[config.mk]
export PLATFORM = sky130hd
export DESIGN_NAME = bit_deserializer16_flat
export DESIGN_NICKNAME = d
export VERILOG_FILES = /design/src/rtl/bit_deserializer16_if.sv /design/src/rtl/bit_deserializer16.sv /design/src/flat_wrapper.sv
export SDC_FILE = /design/constraint.sdc
export NUM_CORES = 1
export LEC_CHECK = 0
export ABC_AREA = 1
export BUFFER_PORTS_ARGS = -buffer_cell sky130_fd_sc_hd__buf_2
export CAP_MARGIN = 20
export CORE_AREA = 5 5 68 64
export CTS_CLUSTER_DIAMETER = 50
export DETAILED_ROUTE_END_ITERATION = 16
export DIE_AREA = 0 0 73 69
export PLACE_DENSITY = 0.72
export SLEW_MARGIN = 20
export SYNTH_ARGS = -nofsm -noshare
export SYNTH_HDL_FRONTEND = slang
export SYNTH_SLANG_ARGS = --single-unit
[constraint.sdc]
create_clock -name clk_i -period 1.4 [get_ports clk_i]
set_input_delay 0.14 -clock clk_i [delete_from_list [all_inputs] [get_ports clk_i]]
set_output_delay 0.14 -clock clk_i [all_outputs]
set_load 0.01 [all_outputs]
[src/rtl/bit_deserializer16_if.sv]
// Handshake bundle for the serial-to-parallel assembler: bit input side,
// word output side and the partial-word position readback.
interface bit_deserializer16_if;
    logic        in_bit;
    logic        in_valid;
    logic        in_ready;
    logic [15:0] out_word;
    logic        out_valid;
    logic        out_ready;
    logic [3:0]  bit_count;

    modport slave (
        input  in_bit, in_valid, out_ready,
        output in_ready, out_word, out_valid, bit_count
    );

    modport master (
        output in_bit, in_valid, out_ready,
        input  in_ready, out_word, out_valid, bit_count
    );
endinterface

[src/rtl/bit_deserializer16.sv]
// 16-bit LSB-first bit-serial assembler with a one-word output holding register,
// so the next word keeps assembling while the previous one waits for the consumer.
module bit_deserializer16 #(
    parameter int WIDTH = 16,
    parameter int CNT_W = 4
) (
    input  logic                  clk_i,
    input  logic                  reset_i,
    input  logic                  clear_i,
    bit_deserializer16_if.slave   bus
);
    localparam logic [CNT_W-1:0] LAST = CNT_W'(WIDTH - 1);

    logic [WIDTH-1:0] asm_q, asm_d;
    logic [CNT_W-1:0] cnt_q, cnt_d;
    logic [WIDTH-1:0] out_word_q, out_word_d;
    logic             out_valid_q, out_valid_d;

    logic             in_ready_c;
    logic             acc_c;
    logic             complete_c;
    logic             drain_c;
    logic [WIDTH-1:0] wr_sel_c;

    // Only the word-completing bit has to wait for a free output slot.
    assign in_ready_c = !((cnt_q == LAST) && out_valid_q && !bus.out_ready);
    assign acc_c      = bus.in_valid && in_ready_c && !clear_i;
    assign complete_c = acc_c && (cnt_q == LAST);
    assign drain_c    = out_valid_q && bus.out_ready;

    always_comb begin
        wr_sel_c    = '0;
        asm_d       = asm_q;
        cnt_d       = cnt_q;
        out_word_d  = out_word_q;
        out_valid_d = out_valid_q;

        if (acc_c && !complete_c) begin
            wr_sel_c = WIDTH'(1) << cnt_q;
        end
        asm_d = (asm_q & ~wr_sel_c) | ({WIDTH{bus.in_bit}} & wr_sel_c);

        if (clear_i || complete_c) begin
            cnt_d = '0;
        end else if (acc_c) begin
            cnt_d = cnt_q + CNT_W'(1);
        end

        // The last bit bypasses asm and lands straight in the output register.
        if (complete_c) begin
            out_word_d  = {bus.in_bit, asm_q[WIDTH-2:0]};
            out_valid_d = 1'b1;
        end else if (drain_c) begin
            out_valid_d = 1'b0;
        end
    end

    always_ff @(posedge clk_i) begin
        if (reset_i) begin
            asm_q       <= '0;
            cnt_q       <= '0;
            out_word_q  <= '0;
            out_valid_q <= 1'b0;
        end else begin
            asm_q       <= asm_d;
            cnt_q       <= cnt_d;
            out_word_q  <= out_word_d;
            out_valid_q <= out_valid_d;
        end
    end

    assign bus.in_ready  = in_ready_c;
    assign bus.out_word  = out_word_q;
    assign bus.out_valid = out_valid_q;
    assign bus.bit_count = cnt_q;
endmodule

[src/flat_wrapper.sv]
// flat-port wrapper written by rule: the top's interface ports become plain ports
module bit_deserializer16_flat 
#(
    parameter int WIDTH = 16,
    parameter int CNT_W = 4
)
  (clk_i, reset_i, clear_i, bus_in_bit, bus_in_valid, bus_out_ready, bus_in_ready, bus_out_word, bus_out_valid, bus_bit_count);
  bit_deserializer16_if bus_i ();
  input  logic clk_i;
  input  logic reset_i;
  input  logic clear_i;
  input wire logic [$bits(bus_i.in_bit)-1:0] bus_in_bit;
  input wire logic [$bits(bus_i.in_valid)-1:0] bus_in_valid;
  input wire logic [$bits(bus_i.out_ready)-1:0] bus_out_ready;
  output wire logic [$bits(bus_i.in_ready)-1:0] bus_in_ready;
  output wire logic [$bits(bus_i.out_word)-1:0] bus_out_word;
  output wire logic [$bits(bus_i.out_valid)-1:0] bus_out_valid;
  output wire logic [$bits(bus_i.bit_count)-1:0] bus_bit_count;
  assign bus_i.in_bit = bus_in_bit;
  assign bus_i.in_valid = bus_in_valid;
  assign bus_i.out_ready = bus_out_ready;
  assign bus_in_ready = bus_i.in_ready;
  assign bus_out_word = bus_i.out_word;
  assign bus_out_valid = bus_i.out_valid;
  assign bus_bit_count = bus_i.bit_count;
  bit_deserializer16 #(.WIDTH(WIDTH), .CNT_W(CNT_W)) u_core (.clk_i(clk_i), .reset_i(reset_i), .clear_i(clear_i), .bus(bus_i));
endmodule
==> results list <==
- Counting cells, the worst reg-to-reg path comes to 9.
- The number of placed instances, taps included, is 317.
- Primary FF master, synth: dfxtp_1
* Worst hold margin: 0.0961 ns
- The H-tree generated during clock tree synthesis spans 2 levels.
- The first global-routing pass estimated 5840 um of wire.
* Final setup violating endpoints: 1
* Via count of the first global-routing pass: 1351
- Power comes to 0.00203 W.
* Most common cell after layout, fill and taps aside: nand2_1
- Antenna violations before repair: 0
- Signal arrival time at the worst endpoint: 1.29 ns
- Clock tree from TritonCTS: yes
- The number of hold-slack violations in the final timing report is 0.
- In this run the worst path has a maximum fanout of 4.
- The floorplan step defined a core boundary enclosing 3570 sq um.
* Yosys warning total: 0
* Max cap viols: 0
- Commonest cells after routing, fill and taps aside: 58 x nand2_1, 54 x nor2_1, 33 x dfxtp_1
- Layout overhead on the synthesized area: 22.4%
- The worst setup path is launched from a flop.
- Final non-filler cell total: 327
* Die Span X: 73 um
- The synthesized design spends more area on one cell type than any other, namely dfxtp_1.
- Pre-CTS setup slack: 0.0730 ns
- Type of the most critical hold path: in2reg
- Mapped Nets: 258
- TritonCTS sink count: 36
- In this run the static leakage power is 1.08 nW.
- After detailed routing, the number of vias per cell comes to 4.65.
- For this run, asynchronously set or reset flops after synthesis account for 0.
- Detail-routed net length per standard cell: 10.6 um
- Measured against its own limit, the worst slew margin works out to 0.758.
* Worst setup slack after layout: -0.0263 ns
* Data required time of the worst path: 1.26 ns
* DP Wirelength: 2340 um
- Cells on Worst Hold Path: 2
- Count of routing violations after the opening detailed-route iteration: 66
- Power per cell area: 983 nW/um^2
- The initial utilization of the core area, before any placement, comes to 0.471.
* Gp weighted congestion: 0.858
- Sorting the synthesized cells by area gives the leading types as dfxtp_1 43%, nand2_1 14%, nor2_1 12%.
- In the synthesized netlist, the number of instances is 246.
- Input and output buffers added on the ports amount to 27.
- Largest net degree at the start of global routing: 34
- Inserted Diodes: 0
- Number of buffers inserted for hold repair after clock tree synthesis: 0
- The final max-slew violation count is 0.
* Clock latency reported for the late side of the worst-skew pair: 0.29 ns
* Layout cell share with drive strength beyond 1: 0.224
* Total congestion overflow after global routing: 0
- After the last flow step, the layout net total stands at 292.
* Root buffer cell: clkbuf_8
* Area enclosed by the die boundary: 5040 sq um
* Number of buffers created by CTS: 5
* Drt drc: 0
- Highest ir drop seen on vdd: 0.575 mV
- Post-synthesis register bit count: 36
* Number of nets with antenna violations after routing: 0
- Number of core rows: 21
- Reg clk slew, reported paths: 0.08 ns
- Summing every instance area after synthesis gives 1680 sq um.
- 28 I/O pins were placed.
- Dividing the final minimum period by the clock period gives 1.02.
- The longest clock path from root to sink contains 2 buffers.
* Maximum achievable frequency: 0.701 GHz
- Synth top area share: 0.428
- Setup repair after global routing could not meet its margin everywhere.
* Vias after detailed routing: 1522
- Failing checks: setup timing
- In the global route stage, overall resource usage came out at 0.142.
* Tmin final: 1.43 ns
- Proportion of synthesized chip area in sequential cells: 0.428
- Run status: finished with violations
- At the pin with the least slew margin, the transition time is 0.361 ns.
- After filler insertion, the fill cell instance count of the layout stands at 352.
- After detailed routing, the total wire length is 3460 um.
* DR pass1 iterations: 4
- Distinct cell type count after synthesis: 22
* Total Neg Setup Slack: -0.0263 ns
* Vertical die dimension: 69 um
* Number of flops mapped to enable cells by yosys: 0
- In this run the mean area of a mapped cell was 6.85 sq um.
* Skew final: 0.00623 ns
- Classification of the worst setup path: reg2out
- The worst setup path is captured at an output pin.
layout make-up:
| class | count | area, sq um | area share |
|---|---|---|---|
| Clock buffer | 5 | 68.8 | 0.0334 |
| Clock inverter | 3 | 42.5 | 0.0206 |
| Inverter | 31 | 116 | 0.0564 |
| Sequential cell | 36 | 727 | 0.353 |
| Tap cell | 46 | 57.6 | 0.0279 |
| Multi-Input combinational cell | 170 | 828 | 0.402 |
| Timing Repair Buffer | 36 | 221 | 0.107 |
worst paths after layout:
kind,from,end,slack [ns]
max reg2reg,u_core.bus.bit_count[0],flop,0.08
max,u_core.bus.bit_count[1],bus_in_ready,-0.03
min,reset_i,flop,0.1
min reg2reg,flop,flop,0.46
critical path, stage by stage (launching register included):
cell and delay (ns):
dfxtp_4 0.38, ha_4 0.17, nand2_4 0.07, nor2_4 0.15, nand2_2 0.10, buf_6 0.13
where the power goes:
part	switching (W)	internal, W	total, W
combinational	0.0000552	0.0000231	0.0000783
sequential	0.00000248	0.00102	0.00103
clock	0.000394	0.000527	0.000921
total	0.000451	0.00157	0.00203
cell usage after synthesis (2+ instances only):
| master | n |
|---|---|
| buf_6 | 3 |
| nor3_1 | 9 |
| inv_1 | 28 |
| buf_2 | 4 |
| a21oi_1 | 9 |
| inv_2 | 2 |
| nor2_1 | 54 |
| nand2_1 | 61 |
| dfxtp_1 | 36 |
| nand3_1 | 10 |
| nand4_1 | 2 |
| ha_1 | 6 |
| nand2_2 | 2 |
| o21ai_0 | 12 |
metrics by stage:
stage,cell area [sq um],utilization
finish,2060,0.577
global route,2060,0.577
CTS,2010,0.564
detailed placement,1880,0.527
global placement,1880,0.527
floorplan,1690,-
logic make-up after synthesis:
| group | share of synthesized area |
|---|---|
| adders and majority gates | 0.0446 |
| DFF | 0.428 |
| and+or+nand+nor | 0.353 |
| AOI/OAI and AO/OA | 0.0669 |
| buffers and inverters | 0.108 |
metal layers:
| layer | global-route usage | part of all wire | vias to the layer above |
|---|---|---|---|
| li1 | - | - | 821 |
| met1 | 0.176 | 0.49 | 665 |
| met2 | 0.232 | 0.45 | 32 |
| met3 | 0.0451 | 0.051 | 4 |
| met4 | 0.0430 | 0.0090 | 0 |
| met5 | 0 | 0 | - |
timing repair:
item	in CTS	in global routing
endpoints found under the setup margin	1	7
pin swaps	0	3
resized for setup	5	11
buffers inserted	0	2
(Power assumes the default switching activity.)
